<file path="src/rtl/ni_bus_slave_decode.sv">
// Wishbone slave front end: decodes a slave ID from the top address bits
// and forwards one registered request to one of SLAVES register-bus slaves.
module ni_bus_slave_decode #(
  parameter int SLAVES         = 3,
  parameter int SLAVE_ID_WIDTH = 4,
  parameter int ADDR_WIDTH     = 24,
  parameter int DATA_WIDTH     = 32,
  parameter int TIMEOUT        = 256
) (
  input  logic                         clk,
  input  logic                         rst,
  input  logic [ADDR_WIDTH-1:0]        wb_addr,
  input  logic [DATA_WIDTH-1:0]        wb_data_in,
  input  logic                         wb_cyc,
  input  logic                         wb_stb,
  input  logic                         wb_we,
  input  logic [3:0]                   wb_sel,
  input  logic [2:0]                   wb_cti,
  input  logic [1:0]                   wb_bte,
  output logic [DATA_WIDTH-1:0]        wb_data_out,
  output logic                         wb_ack,
  output logic                         wb_err,
  output logic                         wb_rty,
  output logic [ADDR_WIDTH-1:0]        bus_addr,
  output logic                         bus_we,
  output logic [SLAVES-1:0]            bus_en,
  output logic [DATA_WIDTH-1:0]        bus_data_in,
  input  logic [SLAVES*DATA_WIDTH-1:0] bus_data_out,
  input  logic [SLAVES-1:0]            bus_ack,
  input  logic [SLAVES-1:0]            bus_err
);

  localparam int CW = (TIMEOUT > 1) ? $clog2(TIMEOUT) : 1;
  localparam logic [CW-1:0] CNT_LAST = CW'(TIMEOUT - 1);

  typedef enum logic [1:0] {IDLE, BUSY, RESP} state_t;

  state_t                  state, state_nxt;
  logic [ADDR_WIDTH-1:0]   addr_q;
  logic                    we_q;
  logic [DATA_WIDTH-1:0]   wdata_q;
  logic [DATA_WIDTH-1:0]   rdata_q;
  logic [SLAVES-1:0]       sel_q;
  logic                    ack_q;
  logic                    err_q;
  logic [CW-1:0]           cnt_q;

  logic [SLAVE_ID_WIDTH-1:0] id;
  logic                      id_ok;
  logic [SLAVES-1:0]         sel_dec;
  logic                      req;
  logic                      hit_ack;
  logic                      hit_err;
  logic                      tmo;
  logic [DATA_WIDTH-1:0]     rsp_data;
  logic                      unused_ok;

  assign unused_ok = ^{wb_sel, wb_cti, wb_bte};

  assign req     = wb_cyc & wb_stb;
  assign id      = wb_addr[ADDR_WIDTH-1 -: SLAVE_ID_WIDTH];
  assign id_ok   = {1'b0, id} < (SLAVE_ID_WIDTH+1)'(SLAVES);
  assign sel_dec = SLAVES'(1) << id;
  assign hit_ack = |(bus_ack & sel_q);
  assign hit_err = |(bus_err & sel_q);
  assign tmo     = (TIMEOUT != 0) && (cnt_q == CNT_LAST);

  always_comb begin
    rsp_data = '0;
    for (int i = 0; i < SLAVES; i++)
      if (sel_q[i])
        rsp_data |= bus_data_out[i*DATA_WIDTH +: DATA_WIDTH];
  end

  always_comb begin
    state_nxt = state;
    unique case (state)
      IDLE: if (req) state_nxt = id_ok ? BUSY : RESP;
      BUSY: begin
        if (!wb_cyc)
          state_nxt = IDLE;
        else if (hit_ack || hit_err || tmo)
          state_nxt = RESP;
      end
      RESP:    state_nxt = IDLE;
      default: state_nxt = IDLE;
    endcase
  end

  always_ff @(posedge clk or negedge rst) begin
    if (!rst) begin
      state   <= IDLE;
      addr_q  <= '0;
      we_q    <= 1'b0;
      wdata_q <= '0;
      rdata_q <= '0;
      sel_q   <= '0;
      ack_q   <= 1'b0;
      err_q   <= 1'b0;
      cnt_q   <= '0;
    end else begin
      state <= state_nxt;
      unique case (state)
        IDLE: begin
          if (req) begin
            ack_q   <= 1'b0;
            err_q   <= ~id_ok;
            rdata_q <= '0;
            if (id_ok) begin
              addr_q  <= wb_addr;
              we_q    <= wb_we;
              wdata_q <= wb_data_in;
              sel_q   <= sel_dec;
              cnt_q   <= '0;
            end
          end
        end
        BUSY: begin
          cnt_q <= cnt_q + CW'(1);
          if (wb_cyc) begin
            // a slave error beats its ack; a real ack beats the timeout
            if (hit_err || (tmo && !hit_ack))
              err_q <= 1'b1;
            else if (hit_ack) begin
              ack_q   <= 1'b1;
              rdata_q <= we_q ? '0 : rsp_data;
            end
          end
        end
        default: ;
      endcase
    end
  end

  assign wb_ack      = (state == RESP) & ack_q;
  assign wb_err      = (state == RESP) & err_q;
  assign wb_data_out = wb_ack ? rdata_q : '0;
  assign wb_rty      = 1'b0;
  assign bus_en      = (state == BUSY) ? sel_q : '0;
  assign bus_addr    = addr_q;
  assign bus_we      = we_q;
  assign bus_data_in = wdata_q;

endmodule

</file>
<file path="config.mk">
export PLATFORM = sky130hd
export DESIGN_NAME = ni_bus_slave_decode
export DESIGN_NICKNAME = d
export VERILOG_FILES = /design/src/rtl/ni_bus_slave_decode.sv
export SDC_FILE = /design/constraint.sdc
export NUM_CORES = 1
export LEC_CHECK = 0
export BUFFER_PORTS_ARGS = -buffer_cell sky130_fd_sc_hd__buf_2
export CORE_UTILIZATION = 45
export CTS_BUF_LIST = sky130_fd_sc_hd__clkbuf_4
export DETAILED_ROUTE_END_ITERATION = 8
export GPL_TIMING_DRIVEN = 0
export MAX_ROUTING_LAYER = met4
export PLACE_DENSITY = 0.78
export SLEW_MARGIN = 5
export SYNTH_ARGS = -nofsm -noshare
export SYNTH_HDL_FRONTEND = slang
export SYNTH_SLANG_ARGS = --single-unit
</file>
<file path="constraint.sdc">
create_clock -name clk -period 2.5 [get_ports clk]
set_clock_uncertainty 0.2 [all_clocks]
set_input_delay 0.25 -clock clk [delete_from_list [all_inputs] [get_ports clk]]
set_output_delay 0.25 -clock clk [all_outputs]
set_load 0.1 [all_outputs]
</file>
Word level (Yosys, flattened, before mapping):

Cells that the tools add are included.

* add/sub/neg operators: 1
* $lt $le $gt $ge: 1
* eq/ne operators: 10
* shifts and indexed selects: 1
* multiplexer cells: 28
* bitwise operators: 8
* reductions and logical operators: 14

Operator list (number)
* 32-bit 2-to-1 mux: 9
* 32-bit OR: 2
* 32-bit case mux with 2 select lines: 1
* 8-bit 2-to-1 mux: 2
* 8-bit case mux with 2 select lines: 1
* 2-bit inequality test (second input constant): 6
* 8-bit by 1-bit adder with 8-bit output (second input constant): 1
* 8-bit equality test (second input constant): 1
* 2-bit 2-to-1 mux: 4
* 1-bit 2-to-1 mux: 7
* 3-bit bitwise AND: 2
* 3-bit AND reduction: 2
* 3-bit OR reduction: 2
* 5-bit AND reduction: 1
* 4-bit by 2-bit < comparator with 1-bit output (second input constant): 1
* 1-bit case mux with 2 select lines: 2
* 2-bit case mux with 2 select lines: 1
* 4-bit AND reduction: 1
* 1-bit by 4-bit << shifter with 3-bit output (first input constant): 1
* 1-bit bitwise AND: 3
* 1-bit logical OR: 3
* 3-bit 2-to-1 mux: 1
* 3-bit inequality test (second input constant): 1
* 2-bit by 1-bit equality test with 1-bit output (second input constant): 1
* other kinds (7): 7

* bits in registers: 104
* output and inout port bits: 95
* word-level logic and storage cells: 72

Depth between registers and ports, before layout:

* word-level depth: 10
* mapped depth: 7
* depth with buffers taken out: 5

Worst setup path before layout:

OpenSTA, ideal clock, no wires.

* path type: register to output
* from: reg state[0]
* to: out wb_data_out[22]
* arrival time: 2.674 ns
* required time: 2.050 ns
* path slack: -0.624 ns
* cell stages (with the launch flop): 4
* cells stage by stage: dfrtp_1 > nor3b_1 > clkbuf_1 > and2_1

* longest elaborated chain between the ends: 3

Ends and longest elaborated chain
* from (decl): line 38 `state_t state, state_nxt;`
* from (signal assigned): line 102 `state <= state_nxt;`
* 2-bit equality test: line 135 `assign wb_ack = (state == RESP) & ack_q;`
* 1-bit bitwise AND: line 135
* via wb_ack: line 21 `output logic wb_ack,`
* 32-bit 2-to-1 mux: line 137 `assign wb_data_out = wb_ack ? rdata_q : '0;`
* to (decl): line 20 `output logic [DATA_WIDTH-1:0] wb_data_out,`

The timed path passes the listed nets, and every way through them passes these cells.

Worst setup path in the final report:

* from: reg state[0]
* to: out wb_data_out[23]

* longest elaborated chain between the ends: 3

Ends and longest elaborated chain (line)
* 2-bit equality test: 135
* 1-bit bitwise AND: 135
* 32-bit 2-to-1 mux: 137

Every way passes these cells.

==> out/metrics.csv <==
metric;value;unit
clockBufferDepth;2;
ir_drop;830;µV
grt-ovfl-total;0;
die_w;106;µm
power_density;795;nW/µm²
use_met1;36.2;%
grt_max_degree;67;
die_h;106;µm
drt_wl_total;18.6;mm
fmax;0.413;GHz
crit_path_start_kind;flop;
fillerInstances;648;
fin_crit_sh;96.8;%
synth.distinct_cells;43;
ys_seq_elements;104;
initial_core_util;46.8;%
ant_nets;0;
wl_per_cell;18.3;µm
final_core_util;77.0;%
drc;0;
io_buffer_count;256;
htreeDepth;3;
p_leak;4.13;nW
synth_area_per_cell;10.3;µm²
grt.busiest_layer;met2;
ioPinCount;267;
setup_tns;0;ns
worstMarginPinSlew;0.645;ns
syn_nets;649;
hold_viol_final;0;
status;finished clean;
nets;1045;
grt_pass1_wl;28.3;mm
cts_buffers;9;
gp_congestion;0.787;
period_needed;2.42;ns
antenna_found_initial;2;
synth.yosys.seq_area_share;53.1;%
hpwl;10.3;mm
slew_viol_final;0;
std_cell_rows;37;
area_delta_synth_final;64.3;%
core-area;10500;µm²
synth_cells;476;
die_area;11300;µm²
grt_usage;33.4;%
cp_max_fo;10;
slew_headroom;56.8;%
met2_usage;57.0;%
setup_violations;0;
synth_area;4900;µm²
dr.pass1.iters;9;
endpoint_kind;output pin;
drt-initial-drc-count;580;
drive_gt1_share;39.0;%
timing_worst_setup_path_type;reg -> out;
hold_path.class;in -> reg;
yosysWarnings;0;
grt_pass1_vias;5697;
cap_violations;0;
clk_latency;0.45;ns
tritoncts;yes;
clockRootBuffer;clkbuf_4;
grt_use_met3;7.42;%
cts_sinks;104;
arrival;1.97;ns
viasPerCell;5.44;
vias;5517;
clk_pin_slew;0.15;ns
critPathRequiredTime;2.05;ns
[area by class of cell]
class	count	area, µm²	share of cell area, %
flip-flops and latches	104	2600	32.3
diodes	2	5.00	0.0622
clock buffers	9	67.6	0.839
repair buffers	388	2770	34.4
clock inverters	7	119	1.48
well taps	136	170	2.11
plain buffers	33	198	2.45
multi-input cells	334	2110	26.2
inverters	2	7.51	0.0932
[state kept, by name (all words and copies together), names as in the netlist]
name / cells
cnt_q: 8
err_q: 1
ack_q: 1
bus_data_in: 32
rdata_q: 32
bus_addr: 24
state: 2
bus_we: 1
sel_q: 3
[metrics by stage]
stage	worst slack, ns	power (W)	hold slack (ns)	area, µm²	instances
after floorplan	0.104	0.00432	-0.246	4910	476
after global placement	-0.190	0.00486	0.238	6360	868
after detailed placement	-0.201	0.00491	0.0637	6390	869
after CTS	0.00338	0.00633	0.00712	7990	1014
after global routing	-0.0212	0.00664	0.0899	8050	1015
final	0.0788	0.00640	0.0902	8050	1015
[cell families (layout without fill, tap and decap cells)]
group                      count (synthesis)  after routing  share of synthesized area, %
buffers and inverters                     38            439                          4.29
AOI/OAI and AO/OA                         86             86                          19.7
adders and majority gates                  1              1                         0.255
muxes                                      3              3                         0.638
and+or+nand+nor                          242            242                          21.8
xor gates and xnor gates                   1              1                         0.179
DFF                                      104            104                          53.1
other                                      1              3                        0.0765
[repair_timing]
| item | 4_1_cts | 5_1_grt |
|---|---|---|
| buffers inserted | 4 | 2 |
| resized for setup | 45 | 18 |
| hold endpoints to repair | 133 | 0 |
| pin swaps | 2 | 1 |
| hold buffers | 125 | 0 |
| setup endpoints to repair | 66 | 67 |
[cell usage after synthesis]
master     instances  area, µm²
nand2_1          174        653
dfrtp_1          104       2600
and2_1            38        238
a222oi_1          34        340
o2bb2ai_2         31        465
clkbuf_1          23       86.3
buf_6              8       90.1
nor2_1             8       30.0
a21oi_1            4       20.0
nand3_1            4       20.0
nor2b_1            4       25.0
buf_2              3       15.0
a31oi_1            2       12.5
and3b_1            2       17.5
inv_1              2       7.51
mux2i_1            2       20.0
o21ai_0            2       10.0
o22a_1             2       17.5
o22ai_1            2       12.5
o31ai_1            2       15.0
or3_1              2       12.5
or4_1              2       15.0
a211oi_2           1       12.5
a21o_1             1       7.51
a22o_1             1       8.76
a32oi_1            1       8.76
and2_0             1       6.26
and3_1             1       6.26
and4bb_2           1       12.5
buf_1              1       3.75
buf_4              1       7.51
conb_1             1       3.75
ha_1               1       12.5
mux2_2             1       11.3
nand2b_1           1       6.26
nand3b_1           1       7.51
nand4_1            1       6.26
nor3_1             1       5.00
nor3b_1            1       7.51
o211ai_1           1       7.51
o21ai_4            1       16.3
o2bb2ai_1          1       8.76
xor2_1             1       8.76
[power breakdown]
part,leakage [nW],switching (W),internal [W],total [W]
sequential,1.37,0.000194,0.00195,0.00214
clock,0.0942,0.000576,0.000508,0.00108
combinational,2.66,0.00235,0.000817,0.00317
[layout by cell type, fill, tap and decap left out, drive strengths merged, types with 3 or more instances in the layout]
master,n
buf,275
nor2,8
nor2b,4
nand2,174
and2,39
dfrtp,104
o21ai,3
a21oi,4
dlygate4sd3,125
o2bb2ai,32
nand3,4
inv,3
clkbuf,30
bufinv,3
a222oi,34
[worst max-delay path, stage by stage, from the launching register on]
cell     delay [ns]
dfrtp_2        0.48
nor3b_4        0.24
buf_4          0.17
buf_2          0.20
and2_2         0.22
buf_8          0.21
[final timing paths]
path                         startpoint              end  slack [ns]  cells past startpoint
min reg2reg                bus_addr[13]     bus_addr[13]        0.29                      2
max reg2reg                    sel_q[0]      rdata_q[23]        0.12                      8
max in group asynchronous           rst      bus_addr[8]        1.28                      3
max                            state[0]  wb_data_out[23]        0.08                      5
min in group asynchronous           rst  bus_data_in[12]        0.12                      2
min                         wb_addr[22]         state[1]        0.09                      5
[metal layers]
metal,share of wire [%],vias up
met4,4.1,0
li1,-,2466
met3,7.7,73
met5,0,-
met1,38,2640
met2,51,338
No activity file was read; power rests on OpenSTA's default activity.
